## src/rtl/mem_access_stage.sv

```systemverilog
// LEGv8 memory-access stage plus MEM/WB register: ALU ops retire in 1 cycle, loads/stores wait on a req/ack bus.
// Optional build macro MEM_ALIGN_CHECK_EN: misaligned memory ops skip the bus and retire with RegWrite=0 plus a fault pulse.
module mem_access_stage #(
   parameter int DATA_W = 64,
   parameter int ADDR_W = 64,
   parameter int REG_W  = 5
) (
   input  logic              clk,
   input  logic              rst_n,
   input  logic              in_valid,
   input  logic [DATA_W-1:0] in_alu_result,
   input  logic [DATA_W-1:0] in_store_data,
   input  logic [REG_W-1:0]  in_rd,
   input  logic              in_MemRead,
   input  logic              in_MemWrite,
   input  logic              in_MemtoReg,
   input  logic              in_RegWrite,
   output logic              stall,
   output logic              dmem_req,
   output logic              dmem_we,
   output logic [ADDR_W-1:0] dmem_addr,
   output logic [DATA_W-1:0] dmem_wdata,
   input  logic              dmem_ack,
   input  logic [DATA_W-1:0] dmem_rdata,
   output logic              wb_valid,
   output logic [DATA_W-1:0] rd_data,
   output logic [DATA_W-1:0] ALU_result,
   output logic              MemtoReg,
   output logic              RegWrite,
   output logic [REG_W-1:0]  wb_rd,
   output logic              misalign_fault
);

   typedef enum logic {S_IDLE, S_WAIT} state_t;

   state_t             state;
   logic [DATA_W-1:0]  op_alu;
   logic [REG_W-1:0]   op_rd;
   logic               op_memtoreg;
   logic               op_regwrite;
   logic               mem_op;
   logic               misalign;
   logic               issue;

   assign mem_op = in_MemRead | in_MemWrite;

`ifdef MEM_ALIGN_CHECK_EN
   assign misalign = mem_op & (in_alu_result[2:0] != 3'd0);

   always_ff @(posedge clk or negedge rst_n) begin
      if (!rst_n)
         misalign_fault <= 1'b0;
      else
         misalign_fault <= (state == S_IDLE) & in_valid & misalign;
   end
`else
   assign misalign       = 1'b0;
   assign misalign_fault = 1'b0;
`endif

   assign issue = in_valid & mem_op & ~misalign;
   assign stall = ((state == S_IDLE) & issue) | ((state == S_WAIT) & ~dmem_ack);

   always_ff @(posedge clk or negedge rst_n) begin
      if (!rst_n) begin
         state       <= S_IDLE;
         dmem_req    <= 1'b0;
         dmem_we     <= 1'b0;
         dmem_addr   <= '0;
         dmem_wdata  <= '0;
         op_alu      <= '0;
         op_rd       <= '0;
         op_memtoreg <= 1'b0;
         op_regwrite <= 1'b0;
         wb_valid    <= 1'b0;
         rd_data     <= '0;
         ALU_result  <= '0;
         MemtoReg    <= 1'b0;
         RegWrite    <= 1'b0;
         wb_rd       <= '0;
      end else begin
         case (state)
            S_IDLE: begin
               if (issue) begin
                  // A store wins when both MemRead and MemWrite are set.
                  state       <= S_WAIT;
                  dmem_req    <= 1'b1;
                  dmem_we     <= in_MemWrite;
                  dmem_addr   <= ADDR_W'(in_alu_result);
                  dmem_wdata  <= in_store_data;
                  op_alu      <= in_alu_result;
                  op_rd       <= in_rd;
                  op_memtoreg <= in_MemtoReg;
                  op_regwrite <= in_RegWrite;
                  wb_valid    <= 1'b0;
                  RegWrite    <= 1'b0;
               end else if (in_valid) begin
                  wb_valid   <= 1'b1;
                  ALU_result <= in_alu_result;
                  MemtoReg   <= in_MemtoReg;
                  RegWrite   <= in_RegWrite & ~misalign;
                  wb_rd      <= in_rd;
               end else begin
                  wb_valid <= 1'b0;
                  RegWrite <= 1'b0;
               end
            end
            S_WAIT: begin
               if (dmem_ack) begin
                  state      <= S_IDLE;
                  dmem_req   <= 1'b0;
                  wb_valid   <= 1'b1;
                  ALU_result <= op_alu;
                  MemtoReg   <= op_memtoreg;
                  RegWrite   <= op_regwrite;
                  wb_rd      <= op_rd;
                  if (!dmem_we)
                     rd_data <= dmem_rdata;
               end else begin
                  wb_valid <= 1'b0;
                  RegWrite <= 1'b0;
               end
            end
            default: state <= S_IDLE;
         endcase
      end
   end

endmodule

```

## config.mk

```make
export PLATFORM = sky130hd
export DESIGN_NAME = mem_access_stage
export DESIGN_NICKNAME = d
export VERILOG_FILES = /design/src/rtl/mem_access_stage.sv
export SDC_FILE = /design/constraint.sdc
export NUM_CORES = 1
export LEC_CHECK = 0
export ABC_AREA = 1
export BUFFER_PORTS_ARGS = -buffer_cell sky130_fd_sc_hd__buf_4
export CORE_AREA = 2 2 183 185
export CTS_CLUSTER_DIAMETER = 120
export DETAILED_ROUTE_END_ITERATION = 7
export DIE_AREA = 0 0 185 187
export SETUP_SLACK_MARGIN = 0.4
export SLEW_MARGIN = 15
export SYNTH_ARGS = -nofsm -noshare
export SYNTH_HDL_FRONTEND = slang
export SYNTH_SLANG_ARGS = --single-unit
```

## constraint.sdc

```tcl
create_clock -name clk -period 3.5 [get_ports clk]
set_clock_uncertainty 0.15 [all_clocks]
set_input_delay 0.7 -clock clk [delete_from_list [all_inputs] [get_ports clk]]
set_output_delay 0.7 -clock clk [all_outputs]
set_load 0.005 [all_outputs]
```

==> results of run 1 <==
-- area by class of cell --
| type | count | area, sq um |
|---|---|---|
| well taps | 448 | 560.5 |
| inverters | 138 | 518.0 |
| fillers | 3182 | 16680 |
| flip-flops and latches | 274 | 6860 |
| clock buffers | 44 | 874.6 |
| multi-input cells | 828 | 3578 |
| repair buffers | 488 | 3736 |
| clock inverters | 5 | 52.55 |
-- path summary, 6_finish.rpt --
check,start,endpoint,slack (ns),cells past startpoint
worst max-delay path,state$_DFF_PN0_,stall,0.73,4
worst min-delay path,in_MemWrite,dmem_we$_DFFE_PN0P_,0.22,3
worst max register to register,state$_DFF_PN0_,op_alu[24]$_DFFE_PN0P_,1.11,4
worst min register to register,dmem_wdata[26]$_DFFE_PN0P_,dmem_wdata[26]$_DFFE_PN0P_,0.32,2
max in group asynchronous,rst_n,op_alu[4]$_DFFE_PN0P_,1.76,3
min in group asynchronous,rst_n,rd_data[30]$_DFFE_PN0P_,0.52,2
-- cell families (layout without fill, tap and decap cells) --
| kind of cell | after synthesis | count (layout) | share of synthesized area (%) |
|---|---|---|---|
| other | 1 | 1 | 0.03291 |
| flip-flops | 274 | 274 | 60.17 |
| AND/OR/NAND/NOR | 620 | 620 | 22.08 |
| buffers and inverters | 227 | 675 | 8.630 |
| AO/OA/AOI/OAI | 207 | 207 | 9.091 |
-- metal layers --
layer	share of wire (%)	routed length, um
met5	0	0
met4	1.4	515
met3	11	3952
met2	49	18260
met1	39	14450
-- registers in the layout, summed over array words and instances (netlist names), 5 cells and up --
register,count
dmem_wdata,64
wb_rd,5
op_rd,5
ALU_result,64
rd_data,64
op_alu,64
-- worst max-delay path, stage by stage (launching register included) --
cell     delay (ns)
dfrtp_4        0.87
nor2_4         0.13
nand2_4        0.12
o21ai_0        0.10
buf_4          0.16
-- placed cells by master, fill, tap and decap left out, drive strengths merged --
cell	count
dlygate4sd3	1
nor2	2
dfrtp	274
clkinvlp	1
or2	1
nand2	482
clkbuf	44
o21ai	207
conb	1
clkinv	3
inv	138
nand3	135
bufinv	1
buf	487
-- through the flow --
| stage | hold slack (ns) | std cells | cell area [sq um] | setup WS, ns | util, % |
|---|---|---|---|---|---|
| 2_1_floorplan | 0.2544 | 1329 | 11400 | 1.086 | - |
| 3_3_place_gp | 0.3070 | 2175 | 15240 | 0.8858 | 46.39 |
| 4_1_cts | 0.1857 | 2225 | 16180 | 0.6608 | 49.24 |
| 6_report | 0.2175 | 2225 | 16180 | 0.7301 | 49.24 |
| 3_5_place_dp | 0.3104 | 2175 | 15240 | 0.8317 | 46.39 |
| 5_1_grt | 0.2063 | 2225 | 16180 | 0.5168 | 49.24 |
-- power groups by stage --
stage               registers [W]  clock network (W)  logic [W]
global placement          0.00469                  0    0.00318
floorplan                 0.00467                  0    0.00110
detailed placement        0.00472                  0    0.00323
CTS                       0.00468            0.00312    0.00323
global route              0.00478            0.00326    0.00352
finish                    0.00467            0.00303    0.00315
==> results.sh, run 1 <==
export IMPL_status="finished, final reports clean"
export IMPL_grt_max_degree=209
export IMPL_crit_type="flop to primary output"
export IMPL_viasPerCell=4.577
export IMPL_finalHoldViolCount=0
export IMPL_swShare_pct=30.74
export IMPL_io_pins=473
export IMPL_gp_congestion=0.8025
export IMPL_cap_violations=0
export IMPL_grt_busiest_layer="met2"
export IMPL_powerDensity_nw_per_um2=670.8
export IMPL_cellInternalPower_w=0.007518
export IMPL_combPwrFrac_pct=29.0
export IMPL_wire_per_inst_um=16.71
export IMPL_path_clk_slew_ns=0.06
export IMPL_seqPwrFrac_pct=43.1
export IMPL_cts_hold_fix_buffers=1
export IMPL_ys_flop_type="dfrtp_1"
export IMPL_synth_distinct_cells=17
export IMPL_grt_antenna_before_repair=0
export IMPL_period_minus_slack_ns=2.770
export IMPL_track_usage_pct=20.74
export IMPL_startpoint_type="flop"
export IMPL_max_freq_mhz=361.0
export IMPL_syn_area_per_cell_sq_um=8.575
export IMPL_slew_limit_headroom_pct=33.92
export IMPL_cts_root_buf="clkbuf_16"
export IMPL_drt_total_wl_um=37180
export IMPL_fin_nets=1965
export IMPL_syn_to_final_growth_pct=41.98
export IMPL_yosysMostFrequentCell="nand2_1"
export IMPL_rsz0062_at_grt="false"
export IMPL_numCtsBuffers=30
export IMPL_synth_edf_count=0
export IMPL_use_met2_pct=36.16
export IMPL_cp_data_arrival_time_ns=1.92
export IMPL_core_area_sq_um=32860
export IMPL_synth_largest_area_cell="dfrtp_1"
export IMPL_post_cts_repair_setup_buffers=0
export IMPL_drive_gt1_share_pct=30.16
export IMPL_grt_pass1_vias=9860
export IMPL_rows=67
export IMPL_clockBufferDepth=3
export IMPL_ant_nets=0
export IMPL_maxSlewViolCount=0
export IMPL_worstPathRequired_ns=2.65
export IMPL_grt_pass1_wl_um=56390
export IMPL_clkPwrFrac_pct=27.9
export IMPL_n_antenna_cell=0
export IMPL_tightest_slew_ns=0.9912
export IMPL_peakVddDrop_uv=400.9
export IMPL_io_buffers=471
export IMPL_synth_common_cells="nand2_1 (480), dfrtp_1 (274), o21ai_0 (143), inv_1 (138), nand3_1 (135)"
export IMPL_dieArea_sq_um=34600
export IMPL_ys_seq_area_share_pct=60.17
export IMPL_total_power_w=0.01085
export IMPL_synth_cells=1329
export IMPL_use_met3_pct=7.516
export IMPL_synth_top_area_share_pct=60.17
export IMPL_syn_area_sq_um=11400
export IMPL_setup_viol=0
export IMPL_critPathMaxFanout=67
export IMPL_synth_warning_count=0
export IMPL_drc_errors=0
export IMPL_die_h_um=187
export IMPL_cts_sinks=274
export IMPL_setup_tns_ns=0
export IMPL_postCtsResizedCells=0
export IMPL_dr_pass1_iters=5
export IMPL_hold_class="primary input to flop"
export IMPL_synth_area_leaders="dfrtp_1 (60%), nand2_1 (16%), o21ai_0 (6.3%)"
export IMPL_drt_iter0_drc=574
export IMPL_leakagePower_nw=8.923
export IMPL_start_util_pct=34.68
export IMPL_die_x_um=185
export IMPL_end_kind="primary output"
export IMPL_grt_overflow_total=0
export IMPL_p_switching_w=0.003336
export IMPL_period_share_pct=79.14
export IMPL_cts_tree="built"
export IMPL_clk_latency_ns=0.55
export IMPL_synthArstFlopShare_pct=100.0
export IMPL_syn_num_nets=1534
export IMPL_cts_htree_levels=1
export IMPL_synth_seq_cells=274
export IMPL_place_detailed_hpwl_um=25730
export IMPL_dr_total_vias=10180
export IMPL_grtUsageMet1_pct=24.61
Note: power is estimated with default switching activity, not from simulation.
==> run 2: changes to the inputs <==
--- a/config.mk
+++ b/config.mk
@@ -5,12 +5,12 @@
 export SDC_FILE = /design/constraint.sdc
 export NUM_CORES = 1
 export LEC_CHECK = 0
-export ABC_AREA = 1
+export ABC_AREA = 0
 export BUFFER_PORTS_ARGS = -buffer_cell sky130_fd_sc_hd__buf_4
-export CORE_AREA = 2 2 183 185
+export CORE_AREA = 2 2 184 186
 export CTS_CLUSTER_DIAMETER = 120
 export DETAILED_ROUTE_END_ITERATION = 7
-export DIE_AREA = 0 0 185 187
+export DIE_AREA = 0 0 186 188
 export SETUP_SLACK_MARGIN = 0.4
 export SLEW_MARGIN = 15
 export SYNTH_ARGS = -nofsm -noshare
==> constraint.sdc (replaced) <==
create_clock -name clk -period 2.27 [get_ports clk]
set_clock_uncertainty 0.15 [all_clocks]
set_input_delay 0.454 -clock clk [delete_from_list [all_inputs] [get_ports clk]]
set_output_delay 0.454 -clock clk [all_outputs]
set_load 0.005 [all_outputs]
==> results.sh, run 2 <==
export IMPL_core_area_sq_um=33110
export IMPL_grt_max_degree=54
export IMPL_io_buffers=471
export IMPL_worstPathRequired_ns=2.57
export IMPL_end_kind="flop"
export IMPL_start_util_pct=33.47
export IMPL_dp_cells=1572
export IMPL_placed_cell_area_sq_um=15210
export IMPL_synth_compound_area_share_pct=0.3951
export IMPL_setup_viol=0
export IMPL_cp_num_buf_inv=5
export IMPL_syn_num_nets=871
export IMPL_synthArstFlopShare_pct=100.0
export IMPL_synthMuxAreaShare_pct=34.44
export IMPL_place_detailed_hpwl_um=22480
export IMPL_fin_nets=1623
export IMPL_setup_tns_ns=0
export IMPL_cts_htree_levels=1
export IMPL_viasPerCell=4.567
export IMPL_clockBufferDepth=3
export IMPL_cts_tree="built"
export IMPL_synth_seq_cells=274
export IMPL_reg2reg_to="ALU_result[17]$_DFFE_PN0P_"
export IMPL_synth_warning_count=0
export IMPL_synth_edf_count=0
export IMPL_hold_path_cell_count=3
export IMPL_synth_simple_area_share_pct=0.5645
export IMPL_max_freq_mhz=463.4
export IMPL_gp_congestion=0.7490
export IMPL_grt_overflow_total=0
export IMPL_peakVddDrop_uv=658.6
export IMPL_cts_root_buf="clkbuf_16"
export IMPL_synth_area_leaders="dfrtp_1 (62%), mux2_2 (33%), buf_6 (1.7%)"
export IMPL_synthXorXnorAreaFrac_pct=0
export IMPL_drt_total_wl_um=38740
export IMPL_drive_gt1_share_pct=65.42
export IMPL_cap_violations=0
export IMPL_final_cell_mix="buf_4 (483), dfrtp_1 (273), dlygate4sd3_1 (202), mux2_2 (184), mux2_4 (149)"
export IMPL_worstRegToRegCells=8
export IMPL_dr_total_vias=8628
export IMPL_maxSlewViolCount=0
export IMPL_startpoint_type="flop"
export IMPL_synth_distinct_cells=20
export IMPL_final_common_cell="buf_4"
export IMPL_cpPeakStageDelay_ns=0.51
export IMPL_synth_common_cells="mux2_2 (329), dfrtp_1 (274), buf_2 (17), buf_6 (17), mux2_1 (10)"
export IMPL_hp_start="in_MemRead"
export IMPL_crit_type="flop to flop"
export IMPL_synth_largest_area_cell="dfrtp_1"
export IMPL_status="finished, final reports clean"
export IMPL_rsz0062_at_grt="true"
export IMPL_grt_pass1_vias=9359
export IMPL_final_core_util_pct=60.67
export IMPL_finalHoldViolCount=0
export IMPL_critPathMaxFanout=6
export IMPL_slowest_stage="dfrtp_4"
export IMPL_dr_pass1_iters=4
export IMPL_critical_path_top_delay_family="buffers and inverters"
export IMPL_synth_top_area_share_pct=61.86
export IMPL_numCtsBuffers=30
export IMPL_reg2reg_slack_ns=0.11
export IMPL_grt_pass1_wl_um=54250
export IMPL_final_cells=1889
export IMPL_hold_class="primary input to flop"
export IMPL_whs_endpoint="dmem_we$_DFFE_PN0P_"
export IMPL_syn_area_sq_um=11080
export IMPL_die_x_um=186
export IMPL_synth_cells=666
export IMPL_syn_to_final_growth_pct=81.26
export IMPL_drc_errors=0
export IMPL_rows=67
export IMPL_r2r_start="state$_DFF_PN0_"
export IMPL_ant_nets=0
export IMPL_cts_sinks=274
export IMPL_path_clk_slew_ns=0.06
export IMPL_period_share_pct=95.07
export IMPL_yosysMostFrequentCell="mux2_2"
export IMPL_synth_top_family_by_area="multiplexers"
export IMPL_leakagePower_nw=9.512
export IMPL_io_pins=473
export IMPL_total_power_w=0.01954
export IMPL_clk_latency_ns=0.55
export IMPL_nFillCells=2533
export IMPL_grt_antenna_before_repair=1
export IMPL_track_usage_pct=20.10
export IMPL_synth_adder_area_share_pct=0
export IMPL_period_minus_slack_ns=2.158
export IMPL_dieArea_sq_um=34970
export IMPL_powerDensity_nw_per_um2=972.7
export IMPL_path_cells="nand2b_4 > buf_6 > o31ai_4 > buf_12 > buf_4 > buf_8 > buf_16 > mux2_2"
export IMPL_ys_flop_type="dfrtp_1"
export IMPL_syn_area_per_cell_sq_um=16.64
export IMPL_ys_seq_area_share_pct=61.86
export IMPL_drt_iter0_drc=215
export IMPL_wire_per_inst_um=20.51
export IMPL_cp_data_arrival_time_ns=2.45
export IMPL_postLayoutCellArea_sq_um=20090
export IMPL_die_h_um=188
==> run 2: repair_timing <==
| action | CTS | global route |
|---|---|---|
| gates cloned | 15 | 15 |
| hold buffers | 202 | 0 |
| endpoints found under the setup margin | 151 | 248 |
| pin swaps | 2 | 1 |
| hold endpoints to repair | 237 | 0 |
| setup buffers | 21 | 9 |
| resized for setup | 44 | 171 |
==> run 2: kinds of logic after synthesis <==
kind of cell,Yosys count
buffers and inverters,38
flip-flops,274
AND/OR/NAND/NOR,10
AO/OA/AOI/OAI,4
other,1
multiplexers,339
==> run 2: layer usage <==
layer  global-route usage (%)  up-vias  part of all wire (%)
met3                    4.914       74                   6.8
li1                         -     3893                     -
met1                    24.02     4351                    41
met5                        0        -                     0
met4                    6.511        0                   2.9
met2                    35.26      310                    50
==> run 2: worst reg2reg max path: stages, from the launching register on <==
cell and delay (ns):
dfrtp_4 0.51, nand2b_4 0.18, buf_6 0.13, o31ai_4 0.25
buf_12 0.17, buf_4 0.12, buf_8 0.11, buf_16 0.13
mux2_2 0.32
==> run 2: final cells by class <==
cell class	instances	area, sq um	share of cell area, %
Antenna cell	1	2.502	0.01246
Timing Repair Buffer	757	7191	35.79
Clock inverter	9	72.57	0.3612
Multi-Input combinational cell	354	4511	22.45
Tap cell	448	560.5	2.790
Sequential cell	274	6860	34.15
Inverter	1	3.754	0.01868
Clock buffer	45	888.4	4.422
==> run 2: worst max path at each step <==
stage	startpoint	to	cells past startpoint
final	state$_DFF_PN0_	ALU_result[17]$_DFFE_PN0P_	8
after global routing	state$_DFF_PN0_	ALU_result[17]$_DFFE_PN0P_	8
after CTS	state$_DFF_PN0_	wb_rd[1]$_DFFE_PN0P_	8
after detailed placement	state$_DFF_PN0_	MemtoReg$_DFFE_PN0P_	4
after global placement	state$_DFF_PN0_	ALU_result[22]$_DFFE_PN0P_	4
after floorplan	state$_DFF_PN0_	ALU_result[10]$_DFFE_PN0P_	4
==> run 2: power by group <==
part	switching, W	internal [W]	leakage, nW
sequential	0.000999	0.00654	3.22
combinational	0.00239	0.00484	5.82
clock	0.00198	0.00279	0.476
==> run 2: stage by stage <==
step	hold WS (ns)	setup WS, ns
global route	0.08878	0.08669
finish	0.08153	0.1118
CTS	0.05704	0.1400
detailed placement	0.2506	0.3189
global placement	0.2505	0.3327
floorplan	0.008409	0.5399
==> run 3: changes to the inputs <==
--- a/config.mk
+++ b/config.mk
@@ -11,6 +11,7 @@
 export CTS_CLUSTER_DIAMETER = 120
 export DETAILED_ROUTE_END_ITERATION = 7
 export DIE_AREA = 0 0 186 188
+export RECOVER_POWER = 100
 export SETUP_SLACK_MARGIN = 0.4
 export SLEW_MARGIN = 15
 export SYNTH_ARGS = -nofsm -noshare
==> results.sh, run 3 (synthesized netlist as in run 2, its figures left out) <==
export IMPL_wl_met2_um=19190
export IMPL_r2r_start="state$_DFF_PN0_"
export IMPL_final_cell_mix="dfrtp_1 (273), buf_4 (205), dlygate4sd3_1 (202), mux2_2 (183), clkbuf_1 (160)"
export IMPL_powerDensity_nw_per_um2=971.5
export IMPL_status="finished, final reports clean"
export IMPL_drive_gt1_share_pct=49.31
export IMPL_grt_pass1_vias=9359
export IMPL_io_pins=473
export IMPL_peakVddDrop_uv=638.8
export IMPL_track_usage_pct=20.10
export IMPL_period_minus_slack_ns=2.192
export IMPL_die_x_um=186
export IMPL_crit_type="flop to flop"
export IMPL_cp_data_arrival_time_ns=2.49
export IMPL_viasPerCell=4.573
export IMPL_grt_pass1_wl_um=54250
export IMPL_grt_max_degree=54
export IMPL_tightest_slew_ns=1.019
export IMPL_hp_start="in_MemRead"
export IMPL_cap_violations=0
export IMPL_gp_congestion=0.7490
export IMPL_wire_per_inst_um=20.24
export IMPL_path_clk_slew_ns=0.06
export IMPL_drc_errors=0
export IMPL_critPathMaxFanout=6
export IMPL_dr_total_vias=8639
export IMPL_drt_iter0_drc=218
export IMPL_start_util_pct=33.47
export IMPL_wirelength_met1_um=15530
export IMPL_fin_nets=1623
export IMPL_rows=67
export IMPL_drt_total_wl_um=38240
export IMPL_grt_overflow_total=0
export IMPL_worstPathRequired_ns=2.56
export IMPL_dieArea_sq_um=34970
export IMPL_end_kind="flop"
export IMPL_clockBufferDepth=3
export IMPL_dr_max_layer_used="met4"
export IMPL_setup_tns_ns=0
export IMPL_hold_path_cell_count=3
export IMPL_final_common_cell="dfrtp_1"
export IMPL_cts_htree_levels=1
export IMPL_grt_antenna_before_repair=1
export IMPL_hold_class="primary input to flop"
export IMPL_reg2reg_slack_ns=0.08
export IMPL_total_power_w=0.01814
export IMPL_finalHoldViolCount=0
export IMPL_period_share_pct=96.57
export IMPL_max_freq_mhz=456.2
export IMPL_ant_nets=0
export IMPL_slew_limit_headroom_pct=32.03
export IMPL_routed_wl_met3_um=2418
export IMPL_leakagePower_nw=8.462
export IMPL_maxSlewViolCount=0
export IMPL_clk_latency_ns=0.55
export IMPL_dr_pass1_iters=4
export IMPL_whs_endpoint="dmem_we$_DFFE_PN0P_"
export IMPL_place_detailed_hpwl_um=22480
export IMPL_die_h_um=188
export IMPL_worstRegToRegCells=8
export IMPL_core_area_sq_um=33110
export IMPL_syn_to_final_growth_pct=68.48
export IMPL_numCtsBuffers=30
export IMPL_cts_root_buf="clkbuf_16"
export IMPL_cts_tree="built"
export IMPL_rsz0062_at_grt="true"
export IMPL_io_buffers=471
export IMPL_setup_viol=0
export IMPL_reg2reg_to="wb_rd[2]$_DFFE_PN0P_"
export IMPL_cts_sinks=274
export IMPL_startpoint_type="flop"
run 3: changes by cell type in the layout (fill, tap and decap cells not counted), sizes merged:
cell	before	now
buf	542	240
bufbuf	1	0
clkbuf	57	360
run 3: final cells by class:
class	count	area (sq um)
Sequential cell	274	6860
Multi-Input combinational cell	354	4219
Tap cell	448	560.5
Timing Repair Buffer	757	6066
Inverter	1	3.754
Clock inverter	9	72.57
Clock buffer	45	888.4
Fill cell	2853	14440
Antenna cell	1	2.502
run 3: through the flow:
step | instance area [sq um] | util, % | cells | worst slack, ns | hold WS, ns
final | 18670 | 56.39 | 1889 | 0.07780 | 0.08167
after global routing | 18670 | 56.39 | 1889 | 0.04564 | 0.08878
after CTS | 19020 | 57.45 | 1864 | 0.1400 | 0.05704
after detailed placement | 15210 | 45.94 | 1572 | 0.3189 | 0.2506
after global placement | 15210 | 45.94 | 1572 | 0.3327 | 0.2505
after floorplan | 11080 | - | 666 | 0.5399 | 0.008409
run 3: repair_timing:
action                     4_1_cts  5_1_grt
setup endpoints to repair      151      248
pin swaps                        2        1
setup buffers                   21        9
gates cloned                    15       15
hold endpoints to repair       237        0
gates resized for setup         44      171
hold buffers                   202        0
run 3: per-layer routing:
layer / up-vias / global-route usage (%)
li1: 3890 / -
met1: 4367 / 24.02
met4: 0 / 6.511
met5: - / 0
met3: 73 / 4.914
met2: 309 / 35.26
run 3: power by group:
| part | total [W] | internal, W | switching [W] |
|---|---|---|---|
| clock network | 0.00477 | 0.00279 | 0.00198 |
| registers | 0.00747 | 0.00654 | 0.000929 |
| logic | 0.00590 | 0.00360 | 0.00231 |
run 3: worst max-delay path: stages (launching register included):
cell,delay [ns]
dfrtp_4,0.51
nand2b_4,0.17
buf_6,0.13
o31ai_4,0.25
buf_12,0.16
clkbuf_1,0.13
buf_8,0.13
buf_16,0.13
mux2_2,0.32
run 3: worst max path at each step:
stage	slack (ns)	cells after the start	start	endpoint
5_1_grt	0.05	8	state$_DFF_PN0_	ALU_result[17]$_DFFE_PN0P_
2_1_floorplan	0.54	4	state$_DFF_PN0_	ALU_result[10]$_DFFE_PN0P_
4_1_cts	0.14	8	state$_DFF_PN0_	wb_rd[1]$_DFFE_PN0P_
3_3_place_gp	0.33	4	state$_DFF_PN0_	ALU_result[22]$_DFFE_PN0P_
3_5_place_dp	0.32	4	state$_DFF_PN0_	MemtoReg$_DFFE_PN0P_
6_report	0.08	8	state$_DFF_PN0_	wb_rd[2]$_DFFE_PN0P_
